**src/rtl/conv_tile_sched_pkg.sv**
```systemverilog
// conv_tile_sched_pkg: shared tile size and scheduler state encoding for the conv tile scheduler.
package conv_tile_sched_pkg;

    localparam int TILE_LEN = 16;

    typedef enum logic [2:0] {
        IDLE  = 3'd0,
        LOAD  = 3'd1,
        ISSUE = 3'd2,
        WAIT  = 3'd3,
        NEXT  = 3'd4,
        DONE  = 3'd5
    } sched_state_e;

endpackage

```
**src/rtl/conv_tile_extent.sv**
```systemverilog
// conv_tile_extent: extent (minus 1) of the tile at index idx_i along one dimension of an ofm_i-wide map.
module conv_tile_extent #(
    parameter int TILE_LEN  = 16,
    parameter int FMS_WIDTH = 8,
    parameter int PC_WIDTH  = 4,
    parameter int TC_WIDTH  = 6
) (
    input  logic [PC_WIDTH-1:0]  idx_i,
    input  logic [FMS_WIDTH-1:0] ofm_i,
    output logic [TC_WIDTH-1:0]  tc_max_o
);

    logic [FMS_WIDTH-1:0] rem;

    always_comb begin
        rem      = ofm_i - FMS_WIDTH'(idx_i) * FMS_WIDTH'(TILE_LEN);
        tc_max_o = rem >= FMS_WIDTH'(TILE_LEN) ? TC_WIDTH'(TILE_LEN - 1) : TC_WIDTH'(rem - 1'b1);
    end

endmodule

```
**src/rtl/conv_tile_sched.sv**
```systemverilog
// conv_tile_sched: walks a job's output map in raster tile order, launching conv2d_1x1 once per tile
// and pulsing job_done after the last tile completes.
module conv_tile_sched
    import conv_tile_sched_pkg::*;
#(
    parameter int CHN_WIDTH    = 4,
    parameter int FMS_WIDTH    = 8,
    parameter int TC_ROW_WIDTH = 6,
    parameter int TC_COL_WIDTH = 6,
    parameter int PC_ROW_WIDTH = 4,
    parameter int PC_COL_WIDTH = 4
) (
    input  logic                    clk,
    input  logic                    rstn,
    input  logic                    job_start,
    input  logic [CHN_WIDTH-1:0]    job_ci,
    input  logic [CHN_WIDTH-1:0]    job_co,
    input  logic                    job_stride,
    input  logic [FMS_WIDTH-1:0]    job_ifm_size,
    input  logic                    conv_done,
    output logic [CHN_WIDTH-1:0]    cfg_ci,
    output logic [CHN_WIDTH-1:0]    cfg_co,
    output logic                    cfg_stride,
    output logic [FMS_WIDTH-1:0]    cfg_ifm_size,
    output logic                    start_conv,
    output logic [PC_ROW_WIDTH-1:0] tile_row_offset,
    output logic [PC_COL_WIDTH-1:0] tile_col_offset,
    output logic [TC_ROW_WIDTH-1:0] tc_row_max,
    output logic [TC_COL_WIDTH-1:0] tc_col_max,
    output logic                    job_busy,
    output logic                    job_done,
    output logic [7:0]              tiles_done
);

    localparam int NT_WIDTH = FMS_WIDTH - $clog2(TILE_LEN) + 1;

    sched_state_e            state_q, state_d;
    logic [CHN_WIDTH-1:0]    ci_q, co_q;
    logic                    stride_q;
    logic [FMS_WIDTH-1:0]    ifm_q, ofm_q;
    logic [NT_WIDTH-1:0]     ntile_q;
    logic [PC_ROW_WIDTH-1:0] row_q, row_d;
    logic [PC_COL_WIDTH-1:0] col_q, col_d;
    logic [TC_ROW_WIDTH-1:0] tc_row_q, tc_row_next;
    logic [TC_COL_WIDTH-1:0] tc_col_q, tc_col_next;
    logic                    start_q, busy_q, done_q;
    logic [7:0]              tiles_q;
    logic [FMS_WIDTH:0]      ofm_job, ntile_job;
    logic                    last_row, last_col;

    // Output size is derived straight from the job inputs so it is ready in LOAD.
    assign ofm_job   = job_stride ? ({1'b0, job_ifm_size} + 1'b1) >> 1 : {1'b0, job_ifm_size};
    assign ntile_job = (ofm_job + (FMS_WIDTH+1)'(TILE_LEN - 1)) >> $clog2(TILE_LEN);
    assign last_row  = NT_WIDTH'(row_q) == ntile_q - 1'b1;
    assign last_col  = NT_WIDTH'(col_q) == ntile_q - 1'b1;

    always_comb begin
        state_d = state_q;
        row_d   = row_q;
        col_d   = col_q;
        case (state_q)
            IDLE: begin
                state_d = job_start ? LOAD : IDLE;
                row_d   = job_start ? '0 : row_q;
                col_d   = job_start ? '0 : col_q;
            end
            LOAD:    state_d = ofm_q != '0 ? ISSUE : DONE;
            ISSUE:   state_d = WAIT;
            WAIT:    state_d = !conv_done ? WAIT : (last_row && last_col) ? DONE : NEXT;
            NEXT: begin
                state_d = ISSUE;
                col_d   = last_col ? '0 : col_q + 1'b1;
                row_d   = last_col ? row_q + 1'b1 : row_q;
            end
            DONE:    state_d = IDLE;
            default: state_d = IDLE;
        endcase
    end

    // Extents follow the next-state index so they are registered alongside start_conv.
    conv_tile_extent #(
        .TILE_LEN(TILE_LEN), .FMS_WIDTH(FMS_WIDTH), .PC_WIDTH(PC_ROW_WIDTH), .TC_WIDTH(TC_ROW_WIDTH)
    ) u_row_ext (
        .idx_i(row_d), .ofm_i(ofm_q), .tc_max_o(tc_row_next)
    );

    conv_tile_extent #(
        .TILE_LEN(TILE_LEN), .FMS_WIDTH(FMS_WIDTH), .PC_WIDTH(PC_COL_WIDTH), .TC_WIDTH(TC_COL_WIDTH)
    ) u_col_ext (
        .idx_i(col_d), .ofm_i(ofm_q), .tc_max_o(tc_col_next)
    );

    always_ff @(posedge clk or negedge rstn) begin
        if (!rstn) begin
            state_q  <= IDLE;
            ci_q     <= '0;
            co_q     <= '0;
            stride_q <= 1'b0;
            ifm_q    <= '0;
            ofm_q    <= '0;
            ntile_q  <= '0;
            row_q    <= '0;
            col_q    <= '0;
            tc_row_q <= '0;
            tc_col_q <= '0;
            start_q  <= 1'b0;
            busy_q   <= 1'b0;
            done_q   <= 1'b0;
            tiles_q  <= '0;
        end else begin
            state_q <= state_d;
            row_q   <= row_d;
            col_q   <= col_d;
            start_q <= state_d == ISSUE;
            busy_q  <= state_d != IDLE;
            done_q  <= state_d == DONE;
            if (state_q == IDLE && job_start) begin
                ci_q     <= job_ci;
                co_q     <= job_co;
                stride_q <= job_stride;
                ifm_q    <= job_ifm_size;
                ofm_q    <= ofm_job[FMS_WIDTH-1:0];
                ntile_q  <= ntile_job[NT_WIDTH-1:0];
                tiles_q  <= '0;
            end
            if (state_q == WAIT && conv_done)
                tiles_q <= tiles_q + 1'b1;
            if (state_d == ISSUE) begin
                tc_row_q <= tc_row_next;
                tc_col_q <= tc_col_next;
            end
        end
    end

    assign cfg_ci          = ci_q;
    assign cfg_co          = co_q;
    assign cfg_stride      = stride_q;
    assign cfg_ifm_size    = ifm_q;
    assign start_conv      = start_q;
    assign tile_row_offset = row_q;
    assign tile_col_offset = col_q;
    assign tc_row_max      = tc_row_q;
    assign tc_col_max      = tc_col_q;
    assign job_busy        = busy_q;
    assign job_done        = done_q;
    assign tiles_done      = tiles_q;

endmodule

```
**config.mk**
```make
export PLATFORM = sky130hd
export DESIGN_NAME = conv_tile_sched
export DESIGN_NICKNAME = d
export VERILOG_FILES = /design/src/rtl/conv_tile_sched_pkg.sv /design/src/rtl/conv_tile_extent.sv /design/src/rtl/conv_tile_sched.sv
export SDC_FILE = /design/constraint.sdc
export NUM_CORES = 1
export LEC_CHECK = 0
export CAP_MARGIN = 20
export CORE_UTILIZATION = 55
export CTS_BUF_LIST = sky130_fd_sc_hd__clkbuf_8
export DETAILED_ROUTE_END_ITERATION = 8
export PLACE_DENSITY_LB_ADDON = 0.3
export SLEW_MARGIN = 25
export SYNTH_ARGS = -nofsm -noshare
export SYNTH_HDL_FRONTEND = slang
export SYNTH_SLANG_ARGS = --single-unit
```
**constraint.sdc**
```tcl
create_clock -name clk -period 7.7 [get_ports clk]
set_input_delay 0.77 -clock clk [delete_from_list [all_inputs] [get_ports clk]]
set_output_delay 0.77 -clock clk [all_outputs]
set_load 0.1 [all_outputs]
```
==> results of run 1 <==
logic make-up (layout without fill, tap and decap cells):
logic type | after synthesis | count (layout)
compound gates | 70 | 70
xor+xnor | 23 | 23
fa+ha+maj | 14 | 14
buf+inv | 31 | 102
flops | 64 | 64
mux | 8 | 8
simple gates | 162 | 162
registers in the layout, indices dropped and copies added, names as in the netlist:
signal and cells:
tiles_done 8, ntile_q 5, cfg_ifm_size 8, ofm_q 8
job_busy 1, start_conv 1, tc_col_max 6, state_q 3
tile_row_offset 4, job_done 1, cfg_co 4, cfg_ci 4
tile_col_offset 4, cfg_stride 1, tc_row_max 6
cells in the mapped netlist, types with 2 or more instances:
| master | count |
|---|---|
| a21oi_1 | 11 |
| nor2b_1 | 5 |
| nor3_2 | 2 |
| dfrtp_1 | 64 |
| fa_1 | 2 |
| o31ai_1 | 3 |
| o21ai_0 | 22 |
| xor2_1 | 10 |
| inv_1 | 15 |
| o21ai_1 | 2 |
| nand2b_1 | 3 |
| clkbuf_1 | 10 |
| and3_1 | 7 |
| a41oi_1 | 4 |
| mux2i_1 | 6 |
| nor3_1 | 3 |
| a32oi_1 | 2 |
| a21o_1 | 5 |
| nand3_1 | 12 |
| xnor2_1 | 12 |
| buf_6 | 2 |
| buf_2 | 4 |
| a22o_1 | 3 |
| and4_1 | 3 |
| nor2_1 | 21 |
| o21a_1 | 2 |
| a31oi_1 | 6 |
| and2_1 | 2 |
| nand4_1 | 3 |
| nand2_1 | 85 |
| nand3b_1 | 3 |
| ha_1 | 12 |
| nand4b_1 | 2 |
cell type report:
type                            instances  area, um^2
Timing Repair Buffer                   71       698.2
Multi-Input combinational cell        277        1763
Clock inverter                          7       87.58
Tap cell                               75       93.84
Clock buffer                            9       123.9
Fill cell                             458        1602
Inverter                               15       56.30
Sequential cell                        64        1602
critical path, delay by kind of cell (launching register included):
family,cells,cell delay [ps]
simple gates,4,880
buf+inv,1,70
mux,1,80
compound gates,4,1180
flops,1,450
xor+xnor,2,430
fa+ha+maj,2,670
stage by stage:
| stage | hold WS, ps | cells | setup WS [ps] | area [um^2] |
|---|---|---|---|---|
| 3_5_place_dp | 461.0 | 502 | 3901 | 4213 |
| 5_1_grt | 500.4 | 518 | 3521 | 4424 |
| 6_report | 477.3 | 518 | 3873 | 4424 |
| 2_1_floorplan | 474.4 | 372 | 3737 | 3495 |
| 3_3_place_gp | 460.4 | 502 | 3960 | 4213 |
| 4_1_cts | 478.7 | 518 | 3892 | 4424 |
layer usage:
layer / GRT usage (%) / vias up / share of wire [%]
met4: 11.05 / 0 / 2.5
met2: 41.25 / 89 / 49
met1: 34.10 / 1388 / 44
li1: - / 1416 / -
met3: 5.333 / 19 / 4.6
met5: 0 / - / 0
path summary, 6_finish.rpt:
kind                             from  slack [ps]            endpoint  depth (start not counted)
setup / recovery           ntile_q[0]        3870       tc_row_max[4]                         14
hold / removal              cfg_ci[2]         480           cfg_ci[2]                          2
setup reg to reg           ntile_q[0]        3870       tc_row_max[4]                         14
hold reg to reg             cfg_ci[2]         480           cfg_ci[2]                          2
max in group asynchronous        rstn        6570          ntile_q[1]                          2
min in group asynchronous        rstn         590  tile_row_offset[3]                          2
==> run_results.csv, run 1 <==
group,metric,value,unit
worst_setup_path,cp-start-kind,"flip-flop",
run,max_cap_viol_count,0,
yosys,synthesis.instances,372,
floorplan,die_area,6677,um^2
yosys,synth_fp_nets,407,
route,vias_per_cell,5.622,
cts,cts.repair.resized,0,
yosys,ys_ff_latch,64,
timing,skew,4.056,ps
cts,tritoncts,"done",
global_routing,groute.usage.overall,25.84,%
yosys,avgSynthCellArea,9.394,um^2
yosys,synth-xor-area-share,6.301,%
floorplan,coreArea,6026,um^2
finish,fin_util,73.42,%
finish,diodes,0,
global_routing,grt_max_degree,65,
cts,cts_setup_buffers,0,
cts,htree_num_levels,3,
yosys,synth_compound_area_share,13.53,%
global_routing,grt_pass1_vias,2785,
yosys,synth_edf_count,0,
finish,fin_nets,473,
timing,worst_slew_pin_slew,982.1,ps
yosys,yosysWarnings,0,
route,ant_nets,0,
floorplan,start_util,57.99,%
worst_setup_path,crit_slowest_cell,"a211oi_1",
worst_setup_path,slowest_delay,540,ps
timing,setup_viol,0,
timing,fmax,261.3,MHz
cts,cts_buffers,9,
floorplan,dieWidth,81.71,um
placement,dp_hpwl,5359,um
global_routing,overflow,0,
yosys,yosys-top-cells-area,"dfrtp_1 (46%), nand2_1 (9.1%), ha_1 (4.3%)",
timing,period_share,49.71,%
global_routing,antenna_found_initial,0,
yosys,ys_seq_area_share,45.83,%
timing,slew_headroom,34.32,%
finish,syn_to_final_growth,26.60,%
worst_setup_path,end_kind,"flip-flop",
worst_setup_path,path_max_fanout,6,
worst_setup_path,cp.required,7980,ps
timing,finalCriticalPeriod,3827,ps
worst_setup_path,critical_path_arrival,4100,ps
placement,port_buffers,68,
floorplan,num_io_pins,69,
route,vias,2912,
placement,gp_congestion,0.8256,
min_path,min_path_type,"reg2reg",
yosys,synth_top_family_by_area,"simple AND/OR/NAND/NOR gates",
timing,maxSlewViolCount,0,
route,dr.pass1.iters,4,
global_routing,grt_pass1_wl,13010,um
yosys,synth_area,3495,um^2
finish,layout_common_cells,"nand2_1 (85), clkdlybuf4s50_1 (67), dfrtp_1 (64), o21ai_0 (22), nor2_1 (21)",
cts,ctsHoldBuffers,0,
floorplan,num_rows,28,
cts,cts_buffer_depth,2,
yosys,muxShareOfSynthArea,2.435,%
cts,root_buffer,"clkbuf_8",
route,wl_per_cell,14.97,um
run_status,status,"finished clean",
route,drt_iter0_markers,150,
cts,clk_pin_slew_worst_paths,70,ps
timing,hold_viol,0,
route,drc,0,
yosys,synth_top_area_cell,"dfrtp_1",
finish,drive_gt1_share,7.223,%
timing,rsz0062_at_grt,"false",
finish,final_common_cell,"nand2_1",
floorplan,die_h,81.71,um
cts,clock_latency,340,ps
route,wl,7752,um
yosys,synth_top_area_share,45.83,%
yosys,synth_adder_area_share,5.442,%
cts,cts.sink_count,64,
worst_setup_path,path_cells,"inv_1, ha_1, xnor2_1, a22oi_2, a211oi_4, and2_4, mux2i_1, or2_2, fa_1, xnor2_1, nand4b_1, a211oi_1, nor2b_1, a32o_1",
yosys,synth-main-ff-cell,"dfrtp_1",
yosys,synth_cell_types,57,
timing,tns,0,ps
worst_setup_path,cpMostUsedCell,"xnor2_1",
yosys,yosys.area_share.simple,22.56,%
yosys,synthArstFlopShare,100.0,%
worst_setup_path,worstSetupPathType,"reg2reg",
Power of run 1 is left out: the tool's default activity adds up to more than one toggle a clock period on the data nets, which glitch-free logic cannot reach.
==> run 2, diff against run 1 <==
--- a/config.mk
+++ b/config.mk
@@ -6,7 +6,7 @@
 export NUM_CORES = 1
 export LEC_CHECK = 0
 export CAP_MARGIN = 20
-export CORE_UTILIZATION = 55
+export CORE_UTILIZATION = 54
 export CTS_BUF_LIST = sky130_fd_sc_hd__clkbuf_8
 export DETAILED_ROUTE_END_ITERATION = 8
 export PLACE_DENSITY_LB_ADDON = 0.3
==> constraint.sdc (replaced) <==
create_clock -name clk -period 3.95 [get_ports clk]
set_input_delay 0.395 -clock clk [delete_from_list [all_inputs] [get_ports clk]]
set_output_delay 0.395 -clock clk [all_outputs]
set_load 0.1 [all_outputs]
==> run 2 against run 1 <==
  * Global-route usage is 0.72 points lower
  * First-iteration DRC count is 6.0% lower
  * Highest routed layer unchanged
  * Clock skew is 5.5 ps higher
  * Maximum frequency is 4.9% higher
==> run_results.csv, run 2 (same netlist as run 1, synthesis figures left out) <==
group,metric,value,unit
cts,htree_num_levels,3,
floorplan,num_io_pins,69,
placement,dp_hpwl,5577,um
timing,skew,9.561,ps
worst_setup_path,cp.required,4240,ps
timing,maxSlewViolCount,0,
cts,root_buffer,"clkbuf_8",
finish,diodes,0,
timing,period_share,92.37,%
global_routing,overflow,0,
timing,tns,0,ps
worst_setup_path,cp-start-kind,"flip-flop",
route,wl,7636,um
floorplan,num_rows,28,
finish,syn_to_final_growth,26.17,%
route,vias_per_cell,5.575,
cts,cts_buffers,9,
global_routing,antenna_found_initial,0,
finish,register_area,1603,um^2
timing,finalCriticalPeriod,3649,ps
global_routing,groute.usage.overall,25.12,%
timing,hold_viol,0,
run_status,status,"finished clean",
cts,ctsHoldBuffers,0,
floorplan,die_h,82.45,um
cts,clk_pin_slew_worst_paths,80,ps
finish,layout_common_cells,"nand2_1 (85), clkdlybuf4s50_1 (67), dfrtp_1 (63), o21ai_0 (22), nor2_1 (21)",
route,drc,0,
timing,rsz0062_at_grt,"false",
finish,final_common_cell,"nand2_1",
timing,fmax,274.1,MHz
floorplan,die_area,6797,um^2
placement,gp_congestion,0.8706,
finish,nFillCells,455,
route,drt_iter0_markers,141,
floorplan,dieWidth,82.45,um
placement,dp_slack,319.4,ps
global_routing,grt_pass1_wl,12640,um
worst_setup_path,path_max_fanout,6,
global_routing,grt_max_degree,40,
timing,final.setup.worst_slack,301.2,ps
worst_setup_path,path_cells,"inv_1, ha_1, nand3b_1, a21o_1, a211oi_4, and2_4, xnor2_1, nor2_1, ha_1, inv_1, fa_1, xnor2_1, nand4b_1, a211oi_1, buf_4, nor2b_1, a32o_1",
worst_setup_path,crit_buf_inv,3,
cts,tritoncts,"done",
floorplan,start_util,57.33,%
worst_setup_path,crit_start,"ntile_q[0]",
finish,multi_input_area,1770,um^2
global_routing,grt_pass1_vias,2643,
route,wl_per_cell,14.68,um
route,dr.pass1.iters,4,
cts,cts_buffer_depth,2,
worst_setup_path,crit_slowest_cell,"dfrtp_1",
worst_setup_path,end_kind,"flip-flop",
placement,dp.cells,504,
worst_setup_path,critPathTopFamily,"compound AO/OA/AOI/OAI gates",
worst_setup_path,worstReg2RegStart,"ntile_q[0]",
placement,port_buffers,68,
timing,setup_viol,0,
timing,slew_headroom,33.83,%
worst_setup_path,worstSetupPathType,"reg2reg",
cts,cts.sink_count,64,
route,vias,2899,
finish,fin_nets,475,
timing,worst_slew_pin_slew,989.5,ps
min_path,min_path_type,"in2async",
route,ant_nets,0,
worst_setup_path,critical_path_arrival,3940,ps
run,max_cap_viol_count,0,
floorplan,coreArea,6096,um^2
finish,finalNonFillerCells,520,
finish,drive_gt1_share,8.315,%
cts,clock_latency,350,ps
worst_setup_path,slowest_delay,440,ps
run 2: cell count changes in the layout (fill, tap and decap cells not counted), sizes merged:
cell | previous run | this run
clkinv | 4 | 3
inv | 16 | 15
buf | 4 | 6
clkinvlp | 0 | 4
bufinv | 2 | 0
run 2: stage by stage:
step	utilization [%]	hold slack (ps)	cell area, um^2
2_1_floorplan	-	99.41	3496
3_3_place_gp	69.38	458.4	4229
3_5_place_dp	69.38	461.7	4229
4_1_cts	72.21	110.7	4402
5_1_grt	72.33	137.0	4409
6_report	72.33	88.50	4409
run 2: path summary, 6_finish.rpt:
path                                       to  slack (ps)  depth (start not counted)
setup reg to reg                tc_row_max[4]         300                         17
setup / recovery                tc_row_max[4]         300                         17
hold / removal                     state_q[1]          90                          1
hold reg to reg                     cfg_co[2]         480                          2
min in group clk                    cfg_co[2]         480                          2
max in group asynchronous  tile_col_offset[2]        2930                          2
run 2: worst register-to-register path, cell delays in order, from the launching register on:
cell and delay, ps:
dfrtp_1 440, inv_1 70, ha_1 270, nand3b_1 190, a21o_1 200, a211oi_4 310
and2_4 240, xnor2_1 70, nor2_1 160, ha_1 170, inv_1 60, fa_1 370
xnor2_1 160, nand4b_1 150, a211oi_1 260, buf_4 180, nor2b_1 130, a32o_1 170
run 2: what timing repair did:
action / 4_1_cts / 5_1_grt
resized for setup: 0 / 1
endpoints found under the setup margin: 0 / 1
setup buffers: 0 / 0
run 2: cell type report:
cell class	count	area share, %
clock inverters	7	1.107
clock buffers	9	2.809
inverters	15	1.277
flip-flops and latches	64	36.35
repair buffers	73	16.17
multi-input cells	277	40.15
well taps	75	2.128
run 2: metal layers:
| layer | share of wire, % | track usage, % |
|---|---|---|
| met5 | 0 | 0 |
| met3 | 4.9 | 5.495 |
| met2 | 46 | 37.77 |
| met1 | 47 | 34.92 |
| met4 | 1.7 | 10.70 |
Power of run 2 is left out for the same reason.
